--- src/rtl/arp_table_ctrl_if.sv ---
// ARP table controller bus: learn/lookup request ports, flush control and table RAM port.
// Latency: none; plain wires bundled for port connection.
// Backpressure: req/ack handshakes, requester holds req and operands until ack.
interface arp_table_ctrl_if;
    logic        lrn_req;
    logic [31:0] lrn_ip;
    logic [47:0] lrn_mac;
    logic        lrn_ack;

    logic        lk_req;
    logic [31:0] lk_ip;
    logic        lk_ack;
    logic        lk_done;
    logic        lk_hit;
    logic [47:0] lk_mac;

    logic        flush_req;
    logic        flush_busy;

    logic [9:0]  ram_addr;
    logic        ram_we;
    logic [80:0] ram_wdata;
    logic        ram_re;
    logic [80:0] ram_rdata;

    // Controller side
    modport slave (
        input  lrn_req, lrn_ip, lrn_mac, lk_req, lk_ip, flush_req, ram_rdata,
        output lrn_ack, lk_ack, lk_done, lk_hit, lk_mac, flush_busy,
               ram_addr, ram_we, ram_wdata, ram_re
    );

    // Requester / RAM side
    modport master (
        output lrn_req, lrn_ip, lrn_mac, lk_req, lk_ip, flush_req, ram_rdata,
        input  lrn_ack, lk_ack, lk_done, lk_hit, lk_mac, flush_busy,
               ram_addr, ram_we, ram_wdata, ram_re
    );
endinterface

--- src/rtl/arp_table_ctrl.sv ---
// ARP cache controller: arbitrates learn/lookup onto the 1024-entry table RAM, hashes IPs, runs flushes.
// Latency: lookup result 2 cycles after ack, learn write 1 cycle after ack, flush 1024 cycles.
// Backpressure: requests wait (no ack) while another op, a pending flush or a flush is in progress.

// CRC-16 (poly 0x1021, init 0xFFFF, MSB first) of the IP; low 10 bits index the table.
module arp_table_hash (
    input  logic [31:0] ip,
    output logic [9:0]  addr
);
    logic [15:0] crc;

    // Bit-serial CRC unrolled into combinational logic
    always_comb begin
        crc = 16'hFFFF;
        for (int i = 31; i >= 0; i--) begin
            if (crc[15] ^ ip[i])
                crc = {crc[14:0], 1'b0} ^ 16'h1021;
            else
                crc = {crc[14:0], 1'b0};
        end
    end

    assign addr = crc[9:0];
endmodule

module arp_table_ctrl (
    input  logic              clk,
    input  logic              reset,
    arp_table_ctrl_if.slave   bus
);
    typedef enum logic [2:0] {IDLE, LK_RD, LK_CMP, LRN_WR, FLUSH} state_t;

    state_t      state, state_nxt;
    logic [31:0] ip_q;
    logic [47:0] mac_q;
    logic        flush_pend;
    logic [9:0]  flush_cnt;
    logic        last_grant;   // 1: last grant went to learn, 0: to lookup
    logic        grant_lrn;
    logic        grant_lk;
    logic [9:0]  hash_addr;
    logic        rd_hit;

    // Hash always sees the latched IP so the address is stable for the whole operation
    arp_table_hash hash (
        .ip   (ip_q),
        .addr (hash_addr)
    );

    assign rd_hit         = bus.ram_rdata[80] & (bus.ram_rdata[79:48] == ip_q);
    assign bus.flush_busy = flush_pend | (state == FLUSH);

    // Grant arbitration in IDLE: pending flush blocks grants, ties alternate on last_grant
    always_comb begin
        grant_lrn = 1'b0;
        grant_lk  = 1'b0;
        if (!reset && state == IDLE && !flush_pend) begin
            if (bus.lrn_req && bus.lk_req) begin
                if (last_grant)
                    grant_lk  = 1'b1;
                else
                    grant_lrn = 1'b1;
            end else if (bus.lrn_req) begin
                grant_lrn = 1'b1;
            end else if (bus.lk_req) begin
                grant_lk  = 1'b1;
            end
        end
    end

    // State register
    always_ff @(posedge clk or posedge reset) begin
        if (reset)
            state <= IDLE;
        else
            state <= state_nxt;
    end

    // Next state and state-decoded outputs; RAM port is idle (all zero) outside active states
    always_comb begin
        state_nxt     = state;
        bus.lrn_ack   = 1'b0;
        bus.lk_ack    = 1'b0;
        bus.lk_done   = 1'b0;
        bus.lk_hit    = 1'b0;
        bus.lk_mac    = 48'd0;
        bus.ram_addr  = 10'd0;
        bus.ram_we    = 1'b0;
        bus.ram_wdata = 81'd0;
        bus.ram_re    = 1'b0;
        case (state)
            IDLE: begin
                if (flush_pend) begin
                    state_nxt = FLUSH;
                end else if (grant_lrn) begin
                    bus.lrn_ack = 1'b1;
                    state_nxt   = LRN_WR;
                end else if (grant_lk) begin
                    bus.lk_ack = 1'b1;
                    state_nxt  = LK_RD;
                end
            end
            LK_RD: begin
                bus.ram_re   = 1'b1;
                bus.ram_addr = hash_addr;
                state_nxt    = LK_CMP;
            end
            LK_CMP: begin
                bus.lk_done = 1'b1;
                bus.lk_hit  = rd_hit;
                bus.lk_mac  = rd_hit ? bus.ram_rdata[47:0] : 48'd0;
                state_nxt   = IDLE;
            end
            LRN_WR: begin
                // 0.0.0.0 is never stored; the slot keeps whatever it held
                bus.ram_addr  = hash_addr;
                bus.ram_we    = (ip_q != 32'd0);
                bus.ram_wdata = {1'b1, ip_q, mac_q};
                state_nxt     = IDLE;
            end
            FLUSH: begin
                bus.ram_addr = flush_cnt;
                bus.ram_we   = 1'b1;
                if (flush_cnt == 10'd1023)
                    state_nxt = IDLE;
            end
            default: state_nxt = IDLE;
        endcase
    end

    // Request operand capture and round-robin memory
    always_ff @(posedge clk or posedge reset) begin
        if (reset) begin
            ip_q       <= 32'd0;
            mac_q      <= 48'd0;
            last_grant <= 1'b0;
        end else if (grant_lrn) begin
            ip_q       <= bus.lrn_ip;
            mac_q      <= bus.lrn_mac;
            last_grant <= 1'b1;
        end else if (grant_lk) begin
            ip_q       <= bus.lk_ip;
            last_grant <= 1'b0;
        end
    end

    // Flush pending flag: consumed on entry to FLUSH, requests during FLUSH are dropped
    always_ff @(posedge clk or posedge reset) begin
        if (reset)
            flush_pend <= 1'b0;
        else if (state == IDLE && flush_pend)
            flush_pend <= 1'b0;
        else if (bus.flush_req && state != FLUSH)
            flush_pend <= 1'b1;
    end

    // Flush address counter; wraps to 0 after the last entry so the next flush starts clean
    always_ff @(posedge clk or posedge reset) begin
        if (reset)
            flush_cnt <= 10'd0;
        else if (state == FLUSH)
            flush_cnt <= flush_cnt + 10'd1;
        else
            flush_cnt <= 10'd0;
    end
endmodule

--- src/flat_wrapper.sv ---
// flat-port wrapper written by rule: the top's interface ports become plain ports
module arp_table_ctrl_flat 
  (clk, reset, bus_lrn_req, bus_lrn_ip, bus_lrn_mac, bus_lk_req, bus_lk_ip, bus_flush_req, bus_ram_rdata, bus_lrn_ack, bus_lk_ack, bus_lk_done, bus_lk_hit, bus_lk_mac, bus_flush_busy, bus_ram_addr, bus_ram_we, bus_ram_wdata, bus_ram_re);
  arp_table_ctrl_if bus_i ();
  input  logic clk;
  input  logic reset;
  input wire logic [$bits(bus_i.lrn_req)-1:0] bus_lrn_req;
  input wire logic [$bits(bus_i.lrn_ip)-1:0] bus_lrn_ip;
  input wire logic [$bits(bus_i.lrn_mac)-1:0] bus_lrn_mac;
  input wire logic [$bits(bus_i.lk_req)-1:0] bus_lk_req;
  input wire logic [$bits(bus_i.lk_ip)-1:0] bus_lk_ip;
  input wire logic [$bits(bus_i.flush_req)-1:0] bus_flush_req;
  input wire logic [$bits(bus_i.ram_rdata)-1:0] bus_ram_rdata;
  output wire logic [$bits(bus_i.lrn_ack)-1:0] bus_lrn_ack;
  output wire logic [$bits(bus_i.lk_ack)-1:0] bus_lk_ack;
  output wire logic [$bits(bus_i.lk_done)-1:0] bus_lk_done;
  output wire logic [$bits(bus_i.lk_hit)-1:0] bus_lk_hit;
  output wire logic [$bits(bus_i.lk_mac)-1:0] bus_lk_mac;
  output wire logic [$bits(bus_i.flush_busy)-1:0] bus_flush_busy;
  output wire logic [$bits(bus_i.ram_addr)-1:0] bus_ram_addr;
  output wire logic [$bits(bus_i.ram_we)-1:0] bus_ram_we;
  output wire logic [$bits(bus_i.ram_wdata)-1:0] bus_ram_wdata;
  output wire logic [$bits(bus_i.ram_re)-1:0] bus_ram_re;
  assign bus_i.lrn_req = bus_lrn_req;
  assign bus_i.lrn_ip = bus_lrn_ip;
  assign bus_i.lrn_mac = bus_lrn_mac;
  assign bus_i.lk_req = bus_lk_req;
  assign bus_i.lk_ip = bus_lk_ip;
  assign bus_i.flush_req = bus_flush_req;
  assign bus_i.ram_rdata = bus_ram_rdata;
  assign bus_lrn_ack = bus_i.lrn_ack;
  assign bus_lk_ack = bus_i.lk_ack;
  assign bus_lk_done = bus_i.lk_done;
  assign bus_lk_hit = bus_i.lk_hit;
  assign bus_lk_mac = bus_i.lk_mac;
  assign bus_flush_busy = bus_i.flush_busy;
  assign bus_ram_addr = bus_i.ram_addr;
  assign bus_ram_we = bus_i.ram_we;
  assign bus_ram_wdata = bus_i.ram_wdata;
  assign bus_ram_re = bus_i.ram_re;
  arp_table_ctrl u_core (.clk(clk), .reset(reset), .bus(bus_i));
endmodule
--- config.mk ---
export PLATFORM = sky130hd
export DESIGN_NAME = arp_table_ctrl_flat
export DESIGN_NICKNAME = d
export VERILOG_FILES = /design/src/rtl/arp_table_ctrl_if.sv /design/src/rtl/arp_table_ctrl.sv /design/src/flat_wrapper.sv
export SDC_FILE = /design/constraint.sdc
export NUM_CORES = 1
export LEC_CHECK = 0
export BUFFER_PORTS_ARGS = -buffer_cell sky130_fd_sc_hd__buf_4
export CAP_MARGIN = 20
export CORE_MARGIN = 2
export CORE_UTILIZATION = 31
export CTS_BUF_LIST = sky130_fd_sc_hd__clkbuf_16
export CTS_CLUSTER_SIZE = 12
export DETAILED_ROUTE_END_ITERATION = 12
export GPL_TIMING_DRIVEN = 0
export MAX_ROUTING_LAYER = met4
export SLEW_MARGIN = 20
export SYNTH_ARGS = -nofsm -noshare
export SYNTH_HDL_FRONTEND = slang
export SYNTH_SLANG_ARGS = --single-unit
--- constraint.sdc ---
create_clock -name clk -period 3.2 [get_ports clk]
set_input_delay 0.16 -clock clk [delete_from_list [all_inputs] [get_ports clk]]
set_output_delay 0.16 -clock clk [all_outputs]
set_load 0.03 [all_outputs]
**After elaboration in Yosys (flattened, before gate mapping)**

Cells that the tools add are included.

- Add/subtract/negate cells: 1
- Equal/unequal tests: 9
- Mux-type cells: 68
- Bitwise logic cells: 64
- Reductions and logical operators: 13

Operator list:

| cell | number |
|---|---|
| $mux 13 | 28 |
| $mux 48 | 2 |
| $mux 81 | 1 |
| $not 3->3 | 27 |
| $mux 32 | 2 |
| $eq 32x32->1 | 1 |
| $reduce_bool 32->1 | 1 |
| $xor 1x1->1 | 28 |
| $mux 6 | 4 |
| $mux 1 | 23 |
| $pmux 10 s2 | 1 |
| $mux 3 | 4 |
| $add 10x1->10 const B | 1 |
| $eq 10x10->1 const B | 1 |
| $mux 10 | 1 |
| $pmux 3 s3 | 1 |
| $not 2->2 | 4 |
| $eq 3x2->1 const B | 2 |
| $logic_and 1x1->1 | 5 |
| $ne 4x1->1 const B | 1 |
| $reduce_bool 2->1 | 2 |
| $eq 3x1->1 const B | 1 |
| $eq 3x3->1 const B | 1 |
| $logic_not 3->1 | 1 |
| other kinds (9) | 12 |

- Register bits after elaboration: 95
- Bits of input ports: 198
- Word-level logic and storage cells: 161

**Logic depth before layout (Yosys ltp)**

Gate-level depths: netlist (run 1).

- Depth in word-level cells: 64
- Mapped depth: 8
- Mapped depth without buffers: 5

**Cells and area by module**

From an unflattened synthesis (run 1), not the netlist that was laid out.

- Cell total of the unflattened synthesis: 779
- Area total of the unflattened synthesis: 6705.2 µm²

Modules (own cells, without submodules):

| module | times used | cells each | area each (µm²) | seq. area each (µm²) |
|---|---|---|---|---|
| arp_table_ctrl | 1 | 726 | 5903.2 | 2377.3 |
| arp_table_hash | 1 | 53 | 802.0 | 0.0 |

**Least setup slack after synthesis (run 1)**

OpenSTA, ideal clock, no wires.

- Path type: reg-to-output
- From: reg u_core.state[2]
- To: out bus_lk_mac[38]
- Arrival: 2.507 ns
- Required time: 3.040 ns
- Setup slack: 0.533 ns
- Cell stages (with the launch flop): 8
- Path through: dfrtp_1 -> buf_2 -> nor3b_2 -> nand3_1 -> or4_4 -> nor4_4 -> buf_2 -> and2_1

- Longest elaborated chain between the ends: 2

RTL lines:

| item | line | source |
|---|---|---|
| start, declared | arp_table_ctrl.sv:33 | `state_t state, state_nxt;` |
| start signal, assigned | arp_table_ctrl.sv:76 | `state <= state_nxt;` |
| $eq 3x2->1 | arp_table_ctrl.sv:91 | `case (state)` |
| $mux 48 | arp_table_ctrl.sv:91 |  |
| end, declared | flat_wrapper.sv:18 | `output wire logic [$bits(bus_i.lk_mac)-1:0] bus_lk_mac;` |

No other way between the ends.

**Final worst setup path (run 1)**

- From: reg u_core.state[2]
- To: out bus_lk_mac[41]

Same word-level chain as after synthesis.

==> flow_metrics.tcl, run 1 <==
set metrics [dict create \
    syn_area_um2 6280 \
    crit_path_max_fanout 10 \
    die_y_um 146 \
    postLayoutSetupSlackWorst_ns 0.183 \
    viasPerCell 4.84 \
    rows 52 \
    ys_warn_count 0 \
    cpPeakStageDelay_ns 0.46 \
    grt_pass1_wl_mm 36.1 \
    cts_buffers 9 \
    vias 6118 \
    postCtsSetupRepairBufs 0 \
    synth_fp_nets 832 \
    synth-seq-area-share_pct 37.9 \
    async_reset_ff_share_pct 100 \
    antenna_found_initial 1 \
    root_buffer "clkbuf_16" \
    clock_latency_ns 0.36 \
    power.density_nw_per_um2 378 \
    placed_cells 1246 \
    finalSetupTns_ns 0 \
    start_util_pct 31.3 \
    fin_skew_ns 0.0133 \
    synthCells 633 \
    reg2reg_setup_slack_ns 0.35 \
    track_usage_pct 23.0 \
    grt_overflow 0 \
    clk_path_buf_depth 2 \
    drive_above_1_share_pct 43.7 \
    dp_hpwl_mm 19.7 \
    top_level_ports 344 \
    ys_types 39 \
    synth_edf_count 0 \
    cts.sinks 95 \
    synth.avg_cell_area_um2 9.92 \
    drcViolationCount 3 \
    synth_flop_cell "dfrtp_1" \
    cp_slowest_cell "or4_4" \
    worst_pin_slew_ns 0.791 \
    startpoint_type "flip-flop" \
    place_congestion 0.876 \
    hp-class "in2reg" \
    finalCritPeriodShare_pct 94.3 \
    wire_per_inst_um 19.6 \
    critPathRequiredTime_ns 3.04 \
    maxCapViolations 0 \
    die_area_um2 21400 \
    cp.arrival_ns 2.86 \
    ant_nets 0 \
    crit_path_frequent_cell "buf_2" \
    rsz0062_at_grt "no" \
    setup_viol 0 \
    drt_iter0_drc 277 \
    dp_slack_ns 0.332 \
    max_slew_margin_pct 47.3 \
    synth_seq_cells 95 \
    crit_path_end_kind "primary output" \
    fin_nets 1188 \
    syn2layout_area_growth_pct 52.6 \
    drv_slew 0 \
    grt_pass1_vias 6244 \
    die_w_um 146 \
    fin_crit_ns 3.02 \
    status "finished with violations" \
    hold_violations 0 \
    ir_drop_mv 0.186 \
    max_freq_mhz 331 \
    p_leak_uw 0.00518 \
    final_cell_count_no_fill 1264 \
    design.core.area_um2 20000 \
    cp_cell_sequence "buf_2 -> nor3b_2 -> nand3_1 -> or4_4 -> nor4_4 -> buf_2 -> and2_1 -> buf_4" \
    cts.clk_slew.worst_paths_ns 0.08 \
    violations "DRC" \
    grt_max_degree 71 \
    drt_wl_total_mm 24.8 \
    portBuffers 342 \
    cts_tree "yes" \
    cts_max_level 3 \
    criticalPathCategory "reg2out" \
    firstDrtPassIters 11 \
]
[layer usage]
metal | part of all wire, % | routed length [um] | global-route usage (%)
met1 | 36 | 9020 | 24.4
met2 | 53 | 13100 | 41.6
met3 | 7.7 | 1910 | 5.22
met4 | 3.1 | 769 | 9.08
met5 | 0 | 0 | -
[worst paths after layout]
check / from / endpoint / cells after the start
worst max-delay path: u_core.state[2]$_DFFE_PP0P_ / bus_lk_mac[41] / 8
worst min-delay path: bus_lrn_mac[15] / u_core.mac_q[15]$_DFFE_PP0P_ / 2
worst max register to register: u_core.state[0]$_DFFE_PP0P_ / u_core.ip_q[17]$_DFFE_PP0P_ / 6
worst min register to register: u_core.flush_cnt[0]$_DFF_PP0_ / u_core.flush_cnt[0]$_DFF_PP0_ / 1
max in group asynchronous: reset / u_core.ip_q[15]$_DFFE_PP0P_ / 4
min in group asynchronous: reset / u_core.mac_q[31]$_DFFE_PP0P_ / 3
[flip-flops by register name, indices dropped and copies added, names as in the netlist]
| register | count |
|---|---|
| u_core.flush_cnt | 10 |
| u_core.flush_pend | 1 |
| u_core.ip_q | 32 |
| u_core.last_grant | 1 |
| u_core.mac_q | 48 |
| u_core.state | 3 |
[repair_timing]
action                                 in CTS  in global routing
endpoints found under the hold margin      26                  0
gates resized for setup                     0                  1
hold buffers                                2                  0
setup endpoints to repair                   0                  1
[critical path, delay by kind of cell, from the launching register on]
kind / cells / cell delay (ns)
simple gates: 5 / 1.52
buf+inv: 3 / 0.63
flops: 1 / 0.36
[synthesized netlist by cell type, drive strengths merged (2+ instances only)]
| master | n | area [um^2] |
|---|---|---|
| nand4 | 5 | 31.3 |
| mux2 | 48 | 541 |
| and2 | 50 | 313 |
| nand2 | 6 | 22.5 |
| a21oi | 33 | 165 |
| nand2b | 2 | 12.5 |
| xor2 | 33 | 289 |
| a31oi | 2 | 12.5 |
| nor4 | 14 | 118 |
| nor2 | 44 | 165 |
| and3 | 84 | 526 |
| dfrtp | 95 | 2380 |
| xnor2 | 51 | 480 |
| nand3 | 10 | 50.1 |
| buf | 16 | 103 |
| nand3b | 20 | 150 |
| inv | 4 | 15.0 |
| mux2i | 12 | 120 |
| a22o | 7 | 61.3 |
| clkbuf | 46 | 175 |
| o21ai | 29 | 145 |
| xnor3 | 14 | 317 |
[layout by cell type (no fill, tap or decap), types with 28 or more instances in the layout]
| cell type | instances |
|---|---|
| buf_4 | 344 |
| dfrtp_1 | 95 |
| and3_1 | 84 |
| and2_1 | 50 |
| mux2_2 | 48 |
| xnor2_1 | 48 |
| clkbuf_1 | 44 |
| nor2_1 | 44 |
| a21oi_1 | 33 |
| xor2_1 | 33 |
| o21ai_0 | 28 |
[where the power goes]
group,leakage [uW],switching (uW),internal [uW]
registers,0.00123,55.7,1250
clock network,0.000163,504,766
logic,0.00379,405,639
[cells by family after synthesis]
| group | synth area share (%) |
|---|---|
| simple gates | 22.8 |
| xor+xnor | 17.7 |
| flops | 37.9 |
| compound gates | 6.24 |
| buf+inv | 4.66 |
| mux | 10.5 |
| fa+ha+maj | 0.199 |
[per-stage QoR]
stage / cell area [um^2] / util [%] / total power (uW) / hold WS, ns
2_1_floorplan: 6280 / - / 2020 / 0.257
4_1_cts: 9580 / 47.8 / 3650 / 0.0227
3_3_place_gp: 9180 / 45.8 / 2380 / 0.369
5_1_grt: 9580 / 47.8 / 3770 / 0.0293
3_5_place_dp: 9220 / 46.0 / 2380 / 0.163
6_report: 9580 / 47.8 / 3620 / 0.0308
[final cells by class]
cell class,count,area [um^2]
fillers,1976,10500
plain buffers,62,278
clock buffers,9,225
multi-input cells,472,3610
inverters,4,20.0
repair buffers,345,2620
diodes,1,2.50
clock inverters,6,115
flip-flops and latches,95,2380
well taps,270,338
No activity file was read; power rests on OpenSTA's default activity.
==> run 2: changes to the inputs <==
Settings changed: CORE_AREA set to 2 2 135 137, CORE_MARGIN 2 to unset, CORE_UTILIZATION 31 to unset, DIE_AREA set to 0 0 137 139, PLACE_DENSITY set to 0.67.
Clock period 3.2 ns to 3.1 ns, I/O delays scaled along.
==> flow_metrics.tcl, run 2 (synthesis gave the netlist of run 1 again) <==
set metrics [dict create \
    crit_path_max_fanout 6 \
    finalCritPeriodShare_pct 93.5 \
    p_total_uw 3610 \
    multi_input_area_um2 3620 \
    max_slew_margin_pct 49.4 \
    cts_buffers 9 \
    grt_pass1_wl_mm 35.1 \
    clock_latency_ns 0.36 \
    fin_skew_ns 0.0139 \
    portBuffers 342 \
    place_congestion 0.872 \
    grt_overflow 0 \
    drt_iter0_drc 243 \
    fin_nets 1186 \
    cts_max_level 3 \
    hold_violations 0 \
    start_util_pct 35.6 \
    drive_above_1_share_pct 44.0 \
    drcViolationCount 0 \
    dp_hpwl_mm 19.3 \
    final_common_cell "buf_4" \
    max_freq_mhz 345 \
    antenna_found_initial 1 \
    ir_drop_mv 0.327 \
    grt_pass1_vias 6259 \
    rows 49 \
    drt_wl_total_mm 24.3 \
    syn2layout_area_growth_pct 51.3 \
    criticalPathCategory "reg2out" \
    cp.arrival_ns 2.74 \
    largest_reg_flops 48 \
    setup_viol 0 \
    fill_cells 1722 \
    hp-class "in2reg" \
    rsz0062_at_grt "no" \
    seqCellArea_um2 2380 \
    die_y_um 139 \
    grt_max_degree 49 \
    viasPerCell 5.00 \
    finalSetupTns_ns 0 \
    wire_per_inst_um 19.9 \
    fin_crit_ns 2.90 \
    critPathRequiredTime_ns 2.94 \
    reg2reg_setup_slack_ns 0.49 \
    power.density_nw_per_um2 380 \
    largest_registers "u_core.mac_q: 48 flops, u_core.ip_q: 32 flops, u_core.flush_cnt: 10 flops" \
    firstDrtPassIters 7 \
    root_buffer "clkbuf_16" \
    p_leak_uw 0.00516 \
    ant_nets 0 \
    crit_path_end_kind "primary output" \
    status "finished, final reports clean" \
    clk_path_buf_depth 2 \
    design.core.area_um2 17700 \
    top_level_ports 344 \
    cts_tree "yes" \
    drv_slew 0 \
    mostFrequentLayoutCells "344 x buf_4, 95 x dfrtp_1, 84 x and3_1, 50 x and2_1" \
    worst_pin_slew_ns 0.759 \
    startpoint_type "flip-flop" \
    vias 6113 \
    maxCapViolations 0 \
    cts.clk_slew.worst_paths_ns 0.08 \
    postCtsSetupRepairBufs 0 \
    die_w_um 137 \
    track_usage_pct 25.6 \
    die_area_um2 19000 \
    cts.sinks 95 \
    largest-register "u_core.mac_q" \
]
run 2: worst paths after layout:
| check | start | endpoint | cells past startpoint |
|---|---|---|---|
| setup / recovery | u_core.ip_q[26]$_DFFE_PP0P_ | bus_ram_addr[0] | 7 |
| min in group asynchronous | reset | u_core.flush_pend$_DFFE_PP0P_ | 3 |
| max in group asynchronous | reset | u_core.mac_q[19]$_DFFE_PP0P_ | 4 |
| hold reg to reg | u_core.flush_cnt[0]$_DFF_PP0_ | u_core.flush_cnt[0]$_DFF_PP0_ | 1 |
| setup reg to reg | u_core.state[0]$_DFFE_PP0P_ | u_core.ip_q[31]$_DFFE_PP0P_ | 6 |
| hold / removal | bus_lrn_mac[25] | u_core.mac_q[25]$_DFFE_PP0P_ | 2 |
run 2: per-stage QoR:
step / hold slack, ns / cell area, um^2 / setup slack (ns) / util (%) / instances
finish: 0.0241 / 9500 / 0.200 / 53.8 / 1222
detailed placement: 0.241 / 9160 / 0.348 / 51.9 / 1205
CTS: 0.0167 / 9490 / 0.0147 / 53.8 / 1223
floorplan: 0.252 / 6280 / 0.438 / - / 633
global route: 0.0136 / 9500 / 0.0655 / 53.8 / 1222
global placement: 0.366 / 9130 / -0.871 / 51.7 / 1204
run 2: critical path, cell delays in order (launching register included):
cell      delay [ns]
dfrtp_1         0.32
clkbuf_1        0.40
xnor2_1         0.16
xnor2_1         0.24
xnor3_1         0.45
xnor3_1         0.41
o21ai_0         0.21
buf_4           0.20
run 2: power breakdown:
| part | total [uW] | internal (uW) | switching (uW) |
|---|---|---|---|
| clock network | 1170 | 636 | 535 |
| logic | 1080 | 660 | 424 |
| registers | 1360 | 1290 | 65.3 |
run 2: repair_timing:
item / 4_1_cts / 5_1_grt
hold buffers: 2 / 0
resized for setup: 1 / 2
pin swaps: 0 / 1
hold endpoints to repair: 48 / 0
endpoints found under the setup margin: 12 / 27
run 2: cell type report:
type	instances	area share (%)
tap	229	3.02
clock buffer	9	2.37
clock inverter	7	0.830
timing repair buffer	345	27.5
antenna	1	0.0264
sequential	95	25.0
buffer	60	2.85
inverter	4	0.211
multi-input combinational	472	38.1
run 2: per-layer routing:
layer | routed length, um | vias to the layer above | GRT usage (%)
met5 | 0 | - | -
met4 | 764 | 0 | 9.66
met3 | 1990 | 38 | 6.65
met2 | 12900 | 269 | 45.4
met1 | 8670 | 2917 | 27.0
li1 | - | 2889 | -
